**config.mk**
```make
export PLATFORM = sky130hd
export DESIGN_NAME = param_ralu
export DESIGN_NICKNAME = d
export VERILOG_FILES = /design/src/rtl/param_ralu.sv
export SDC_FILE = /design/constraint.sdc
export NUM_CORES = 1
export LEC_CHECK = 0
export ABC_AREA = 1
export CORE_AREA = 2 2 85 87
export CTS_CLUSTER_DIAMETER = 200
export DETAILED_ROUTE_END_ITERATION = 10
export DIE_AREA = 0 0 87 89
export PLACE_DENSITY = 0.7
export SYNTH_ARGS = -nofsm -noshare
export SYNTH_HDL_FRONTEND = slang
export SYNTH_SLANG_ARGS = --single-unit
```
**constraint.sdc**
```tcl
create_clock -name clock -period 5.25 [get_ports clock]
set_input_delay 1.05 -clock clock [delete_from_list [all_inputs] [get_ports clock]]
set_output_delay 1.05 -clock clock [all_outputs]
set_load 0.02 [all_outputs]
```
**src/rtl/param_ralu.sv**
```systemverilog
// Register ALU: regA/regB operand registers, GPR file, combinational ALU, multi-cycle shifter on regB.
// R/cout are combinational; state updates on the next edge; multi-shift holds busy for N cycles, then pulses done.
module param_ralu #(
    parameter  int WIDTH = 4,
    parameter  int DEPTH = 8,
    localparam int AW    = $clog2(DEPTH),
    localparam int CW    = $clog2(WIDTH) + 1
) (
    input  logic             clock,
    input  logic             reset,
    input  logic [WIDTH-1:0] data_in,
    input  logic [2:0]       op,
    input  logic             cin,
    input  logic             isl,
    input  logic             isr,
    input  logic             sel_a,
    input  logic             wr,
    input  logic [AW-1:0]    adr,
    input  logic [2:0]       v,
    input  logic             sh_start,
    input  logic             sh_dir,
    input  logic [CW-1:0]    sh_cnt,
    output logic [WIDTH-1:0] R,
    output logic             cout,
    output logic             osl,
    output logic             osr,
    output logic [2:0]       flags,
    output logic             busy,
    output logic             done
);

    typedef enum logic [1:0] {
        IDLE  = 2'd0,
        SHIFT = 2'd1,
        DONE  = 2'd2
    } state_t;

    state_t           r_state;
    state_t           w_state_nxt;
    logic [CW-1:0]    r_cnt;
    logic [CW-1:0]    w_cnt_nxt;
    logic [CW-1:0]    w_cnt_clamp;
    logic             r_dir;
    logic             w_dir_nxt;
    logic             w_shl;
    logic             w_shr;
    logic             w_ldb;

    logic [WIDTH-1:0] r_rega;
    logic [WIDTH-1:0] r_regb;
    logic [WIDTH-1:0] r_gpr [DEPTH];
    logic             r_osl;
    logic             r_osr;
    logic [2:0]       r_flags;
    logic [WIDTH:0]   w_sum;

    // Carry lives in the top bit; logic ops leave it at zero.
    always_comb begin
        w_sum = '0;
        case (op)
            3'b000:  w_sum = {1'b0, r_rega} + {1'b0, r_regb}  + {{WIDTH{1'b0}}, cin};
            3'b001:  w_sum = {1'b0, r_rega} + {1'b0, ~r_regb} + {{WIDTH{1'b0}}, cin};
            3'b010:  w_sum = {1'b0, r_rega & r_regb};
            3'b011:  w_sum = {1'b0, r_rega | r_regb};
            3'b100:  w_sum = {1'b0, r_rega ^ r_regb};
            3'b101:  w_sum = {1'b0, ~r_rega};
            3'b110:  w_sum = {1'b0, r_rega};
            default: w_sum = {1'b0, r_regb};
        endcase
    end

    assign R     = w_sum[WIDTH-1:0];
    assign cout  = w_sum[WIDTH];
    assign osl   = r_osl;
    assign osr   = r_osr;
    assign flags = r_flags;
    assign busy  = (r_state == SHIFT);
    assign done  = (r_state == DONE);

    assign w_cnt_clamp = (sh_cnt > CW'(WIDTH)) ? CW'(WIDTH) : sh_cnt;

    always_ff @(posedge clock or posedge reset) begin
        if (reset) begin
            r_state <= IDLE;
            r_cnt   <= '0;
            r_dir   <= 1'b0;
        end else begin
            r_state <= w_state_nxt;
            r_cnt   <= w_cnt_nxt;
            r_dir   <= w_dir_nxt;
        end
    end

    // A shift request outranks the single-step regB actions in IDLE.
    always_comb begin
        w_state_nxt = r_state;
        w_cnt_nxt   = r_cnt;
        w_dir_nxt   = r_dir;
        w_shl       = 1'b0;
        w_shr       = 1'b0;
        w_ldb       = 1'b0;
        case (r_state)
            IDLE: begin
                if (sh_start) begin
                    w_dir_nxt   = sh_dir;
                    w_cnt_nxt   = w_cnt_clamp;
                    w_state_nxt = (w_cnt_clamp != '0) ? SHIFT : DONE;
                end else begin
                    w_shl = (v[2:1] == 2'b01);
                    w_shr = (v[2:1] == 2'b10);
                    w_ldb = (v[2:1] == 2'b11);
                end
            end
            SHIFT: begin
                w_shl     = ~r_dir;
                w_shr     = r_dir;
                w_cnt_nxt = r_cnt - 1'b1;
                if (r_cnt == CW'(1)) begin
                    w_state_nxt = DONE;
                end
            end
            DONE: begin
                w_state_nxt = IDLE;
            end
            default: begin
                w_state_nxt = IDLE;
            end
        endcase
    end

    // Non-blocking updates give every load the pre-edge regA/regB/GPR values.
    always_ff @(posedge clock or posedge reset) begin
        if (reset) begin
            r_rega  <= '0;
            r_regb  <= '0;
            r_osl   <= 1'b0;
            r_osr   <= 1'b0;
            r_flags <= '0;
            for (int i = 0; i < DEPTH; i++) begin
                r_gpr[i] <= '0;
            end
        end else begin
            if (v[0]) begin
                r_rega <= sel_a ? data_in : r_gpr[adr];
            end
            if (w_shl) begin
                {r_osl, r_regb} <= {r_regb, isl};
            end else if (w_shr) begin
                {r_regb, r_osr} <= {isr, r_regb};
            end else if (w_ldb) begin
                r_regb <= r_gpr[adr];
            end
            if (wr) begin
                r_gpr[adr] <= R;
                r_flags    <= {R[WIDTH-1], (R == '0), cout};
            end
        end
    end

endmodule

```
======== After elaboration in Yosys (flattened, before gate mapping) ========
Index checks and enable logic that the tools add are counted.
word-level totals
  register bits ........................... 51
  bits of input ports ..................... 25
  output and inout bits ................... 12
cells by class
  $add $sub $neg .......................... 5
  order comparisons ....................... 3
  equal/unequal tests ..................... 14
  multiplexer cells ....................... 24
  bitwise operators ....................... 8
  reductions and logical operators ........ 11
operator list
  kind                                                      number
  one-hot mux 5 bit (7 select lines)                        1
  bitwise mux 32 bit                                        1
  two-way mux 4 bit                                         7
  binary-select mux 4 bit (select 3 bit)                    1
  demux 4 bit (select 3 bit)                                1
  adder 4 x 4 -> 5 bit                                      2
  adder 5 x 1 -> 5 bit                                      2
  equality test 3 bit, second input constant                3
  inverter 4 bit                                            2
  AND reduction 2 bit                                       4
  equality test 2 bit, second input constant                3
  equality test 3 x 1 -> 1 bit, second input constant       2
  equality test 3 x 2 -> 1 bit, second input constant       2
  two-way mux 2 bit                                         3
  two-way mux 3 bit                                         2
  one-hot mux 3 bit (2 select lines)                        1
  nonzero test 3 bit                                        2
  bitwise AND 4 bit                                         1
  equality test 2 x 1 -> 1 bit, second input constant       2
  greater-or-equal comparator 4 bit, second input constant  1
  zero test 4 bit                                           1
  < comparator 4 x 1 -> 1 bit, second input constant        1
  two-way mux 1 bit                                         4
  inverter 3 -> 4 bit                                       1
  other kinds (13)                                          15

======== Longest topological paths before layout ========
Gate-level depths: netlist of run 1.
  depth after elaboration ................. 7
  gate-level depth with buffers ........... 13
  mapped depth without buffers ............ 13

======== Worst setup path before layout of run 1 ========
No wires, ideal clock.
  path kind ............................... input to output
  start ................................... in cin
  end ..................................... out R[1]
  arrival time ............................ 2495 ps
  data required time ...................... 4200 ps
  slack ................................... 1705 ps
  stages on the path ...................... 7
  cell sequence ........................... inv_1 > fa_1 > fa_1 > nand3b_1 > o21ai_1 > nor2_1 > nand3_4
between the ends
  longest elaborated chain between the ends .. 2
ends and longest elaborated chain
  element                                  RTL line  source
  start, declared                          13        input logic cin,
  adder 5 x 1 -> 5 bit (on tied branches)  62, 61
  one-hot mux 5 bit (7 select lines) *     60        case (op)
  end, declared                            23        output logic [WIDTH-1:0] R,
Every way passes the cells marked *; elsewhere a longest branch is shown, timed or not.

======== Final worst setup path of run 1 ========
Ends and elaborated chain as after synthesis.

==> results of run 1 <==
==> state kept, by name (all words and copies together) (netlist names) <==
register / flops
r_gpr: 32
flags: 3
r_state: 2
osr: 1
r_regb: 4
r_dir: 1
osl: 1
r_cnt: 3
r_rega: 4
==> layout by cell type (no fill, tap or decap) <==
master and instances:
ha_1 13, dfrtp_1 51, nand3_2 2, inv_4 1, clkbuf_8 5, nor2_8 1
inv_1 69, mux2i_1 1, clkbuf_1 1, nor3_2 1, nor2_2 7, o22ai_2 1
fa_1 4, inv_2 6, a21oi_2 4, a31oi_1 4, o21ai_0 43, clkdlybuf4s50_1 36
clkinv_2 1, a21oi_1 9, or2_2 3, nand2_2 4, buf_4 2, nor2_4 1
nand3b_1 2, nand3_4 2, nand4_1 6, o211ai_1 8, clkinvlp_4 1, o22ai_1 2
o21ai_1 10, o2111ai_1 1, nor3_1 2, nand2_1 102, nand3_1 22, clkinv_1 1
nor2_1 49, o21ai_2 5
==> stage by stage <==
step	power (W)	util, %	setup WS [ns]	area (sq um)
2_1_floorplan	0.00124	-	1.71	3300
3_3_place_gp	0.00147	55.5	0.573	3730
3_5_place_dp	0.00150	55.5	0.546	3730
4_1_cts	0.00172	56.7	0.549	3810
5_1_grt	0.00188	56.7	0.440	3810
6_report	0.00171	56.7	0.556	3810
==> routing by layer <==
layer / GRT usage (%) / up-vias
li1: - / 1487
met1: 29.3 / 1318
met2: 35.0 / 54
met3: 3.23 / 9
met4: 7.10 / 0
met5: 0 / -
==> logic make-up (layout without fill, tap and decap cells) <==
| logic type | Yosys count | in the layout | synth area share (%) |
|---|---|---|---|
| simple gates | 204 | 204 | 28.0 |
| flops | 51 | 51 | 38.6 |
| buf+inv | 84 | 123 | 10.4 |
| mux | 1 | 1 | 0.303 |
| compound gates | 87 | 87 | 15.4 |
| fa+ha+maj | 17 | 17 | 7.35 |
==> worst max-delay path by stage <==
stage,start,to,slack [ns],depth (start not counted)
global placement,cin,R[1],0.57,9
floorplan,cin,R[1],1.71,7
global route,cin,R[1],0.44,9
CTS,cin,R[1],0.55,9
detailed placement,cin,R[1],0.55,9
finish,cin,R[1],0.56,9
==> power groups by stage <==
stage               registers, W  logic (W)  clock network (W)
detailed placement      0.000636   0.000862                  0
floorplan               0.000625   0.000612                  0
CTS                     0.000630   0.000863           0.000232
finish                  0.000632   0.000853           0.000225
global route            0.000650   0.000979           0.000249
global placement        0.000632   0.000840                  0
==> critical path: stages <==
cell and delay, ns:
clkdlybuf4s50_1 0.45, inv_1 0.08, fa_1 0.46, fa_1 0.48, nand3b_1 0.10, o21ai_1 0.06, nor2_1 0.17, nand3_4 0.19
clkdlybuf4s50_1 0.59
==> cell type report <==
cell class              instances  area [sq um]
fillers                       678          2910
clock buffers                   6          72.6
repair buffers                 38           375
clock inverters                 2          12.5
well taps                      80           100
flip-flops and latches         51          1280
inverters                      77           292
multi-input cells             309          1680
==> results.sh, run 1 <==
export IMPL_vias=2868
export IMPL_synth_area_leader_cell="dfrtp_1"
export IMPL_dr_wl_met2_um=3680
export IMPL_hold_viol=0
export IMPL_power_frac_comb_pct=49.9
export IMPL_dp_cells=555
export IMPL_hpwl_um=5880
export IMPL_worstMarginPinSlew_ns=1.07
export IMPL_min_path_type="reg -> reg"
export IMPL_finalSetupTns_ns=0
export IMPL_status="completed"
export IMPL_wl_per_cell_um=13.7
export IMPL_core_area_sq_um=6720
export IMPL_max_cap_violations=0
export IMPL_critPathKind="in -> out"
export IMPL_vdd_ir_drop_max_uv=190
export IMPL_num_io_pins=37
export IMPL_final_cells=563
export IMPL_synthTopCellsByCount="nand2_1, inv_1, dfrtp_1"
export IMPL_min_delay_path_depth=2
export IMPL_startpoint_type="input port"
export IMPL_powerDensity_nw_per_um2=448
export IMPL_clk_path_buf_depth=2
export IMPL_root_buffer="clkbuf_8"
export IMPL_seq_area_frac_synth_pct=38.6
export IMPL_r2r_end="flags[1]"
export IMPL_mappedNetlistArea_sq_um=3300
export IMPL_finalSetupViolations=0
export IMPL_crit_fanout=10
export IMPL_drtIter0Drc=164
export IMPL_wl_met1_um=3580
export IMPL_numPortBuffers=36
export IMPL_cts_setup_buffers=0
export IMPL_rsz0062_at_grt="no"
export IMPL_synth_cells=444
export IMPL_worstReg2RegStart="r_regb[0]"
export IMPL_post_cts_resized=0
export IMPL_grt_usage_pct=21.4
export IMPL_drv_slew=0
export IMPL_first_global_vias=2648
export IMPL_htree_levels=2
export IMPL_switching_share_pct=44.2
export IMPL_clk_pin_slew_ns=0.09
export IMPL_wl_um=7700
export IMPL_yosysTopAreaCellShare_pct=38.6
export IMPL_arrival_ns=3.64
export IMPL_cts_made_buffers=5
export IMPL_slew_headroom_pct=28.9
export IMPL_syn_avg_cell_area_sq_um=7.44
export IMPL_yosysMostFrequentCell="nand2_1"
export IMPL_start_util_pct=49.2
export IMPL_dr_pass1_iters=4
export IMPL_synth_area_leaders="dfrtp_1, nand2_1, inv_1"
export IMPL_clkLatencyLatePin_ns=0.31
export IMPL_ys_warn_count=0
export IMPL_switching_power_w=0.000755
export IMPL_rows=30
export IMPL_dieArea_sq_um=7740
export IMPL_p_leak_nw=1.87
export IMPL_synth_nets=486
export IMPL_p_seq_share_pct=36.9
export IMPL_n_antenna_cell=0
export IMPL_intPower_w=0.000954
export IMPL_top_layer="met4"
export IMPL_holdWs_ns=0.487
export IMPL_yosysUniqueCellTypes=36
export IMPL_syn_to_final_growth_pct=15.4
export IMPL_async_reset_ff_share_pct=100
export IMPL_cts_tree="yes"
export IMPL_route_met3_wl_um=294
export IMPL_reg2reg_slack_ns=2.89
export IMPL_antenna_found_initial=0
export IMPL_p_clk_share_pct=13.2
export IMPL_grt_pass1_wl_um=12900
export IMPL_nets=524
export IMPL_hp_start="r_gpr[4]"
export IMPL_synth_seq_cells=51
export IMPL_drc_errors=0
export IMPL_grt_max_degree=52
export IMPL_grt_ovfl_total=0
export IMPL_numClockSinks=51
export IMPL_min_period_over_period_pct=89.4
export IMPL_vias_per_cell=5.09
export IMPL_drtAntennaViolNets=0
export IMPL_skew_ns=0.00420
export IMPL_ys_flop_type="dfrtp_1"
export IMPL_rr_worst_depth=10
export IMPL_hold_end="r_gpr[4]"
export IMPL_fmax_ghz=0.213
export IMPL_endpoint_kind="output pin"
export IMPL_drive_above_1_share_pct=9.73
export IMPL_worstPathRequired_ns=4.20
export IMPL_synth_edff_count=0
export IMPL_die_x_um=87
export IMPL_gp_congestion=0.928
export IMPL_die_h_um=89
export IMPL_min_period_ns=4.69
export IMPL_postCtsHoldBufs=0
Power figures use the tool's default switching activity.
==> run 2, diff against run 1 <==
--- a/config.mk
+++ b/config.mk
@@ -11,6 +11,7 @@
 export DETAILED_ROUTE_END_ITERATION = 10
 export DIE_AREA = 0 0 87 89
 export PLACE_DENSITY = 0.7
+export SLEW_MARGIN = 0
 export SYNTH_ARGS = -nofsm -noshare
 export SYNTH_HDL_FRONTEND = slang
 export SYNTH_SLANG_ARGS = --single-unit
==> results of run 2 <==
Same layout as run 1: the final DEF is identical, and so are final timing and power.
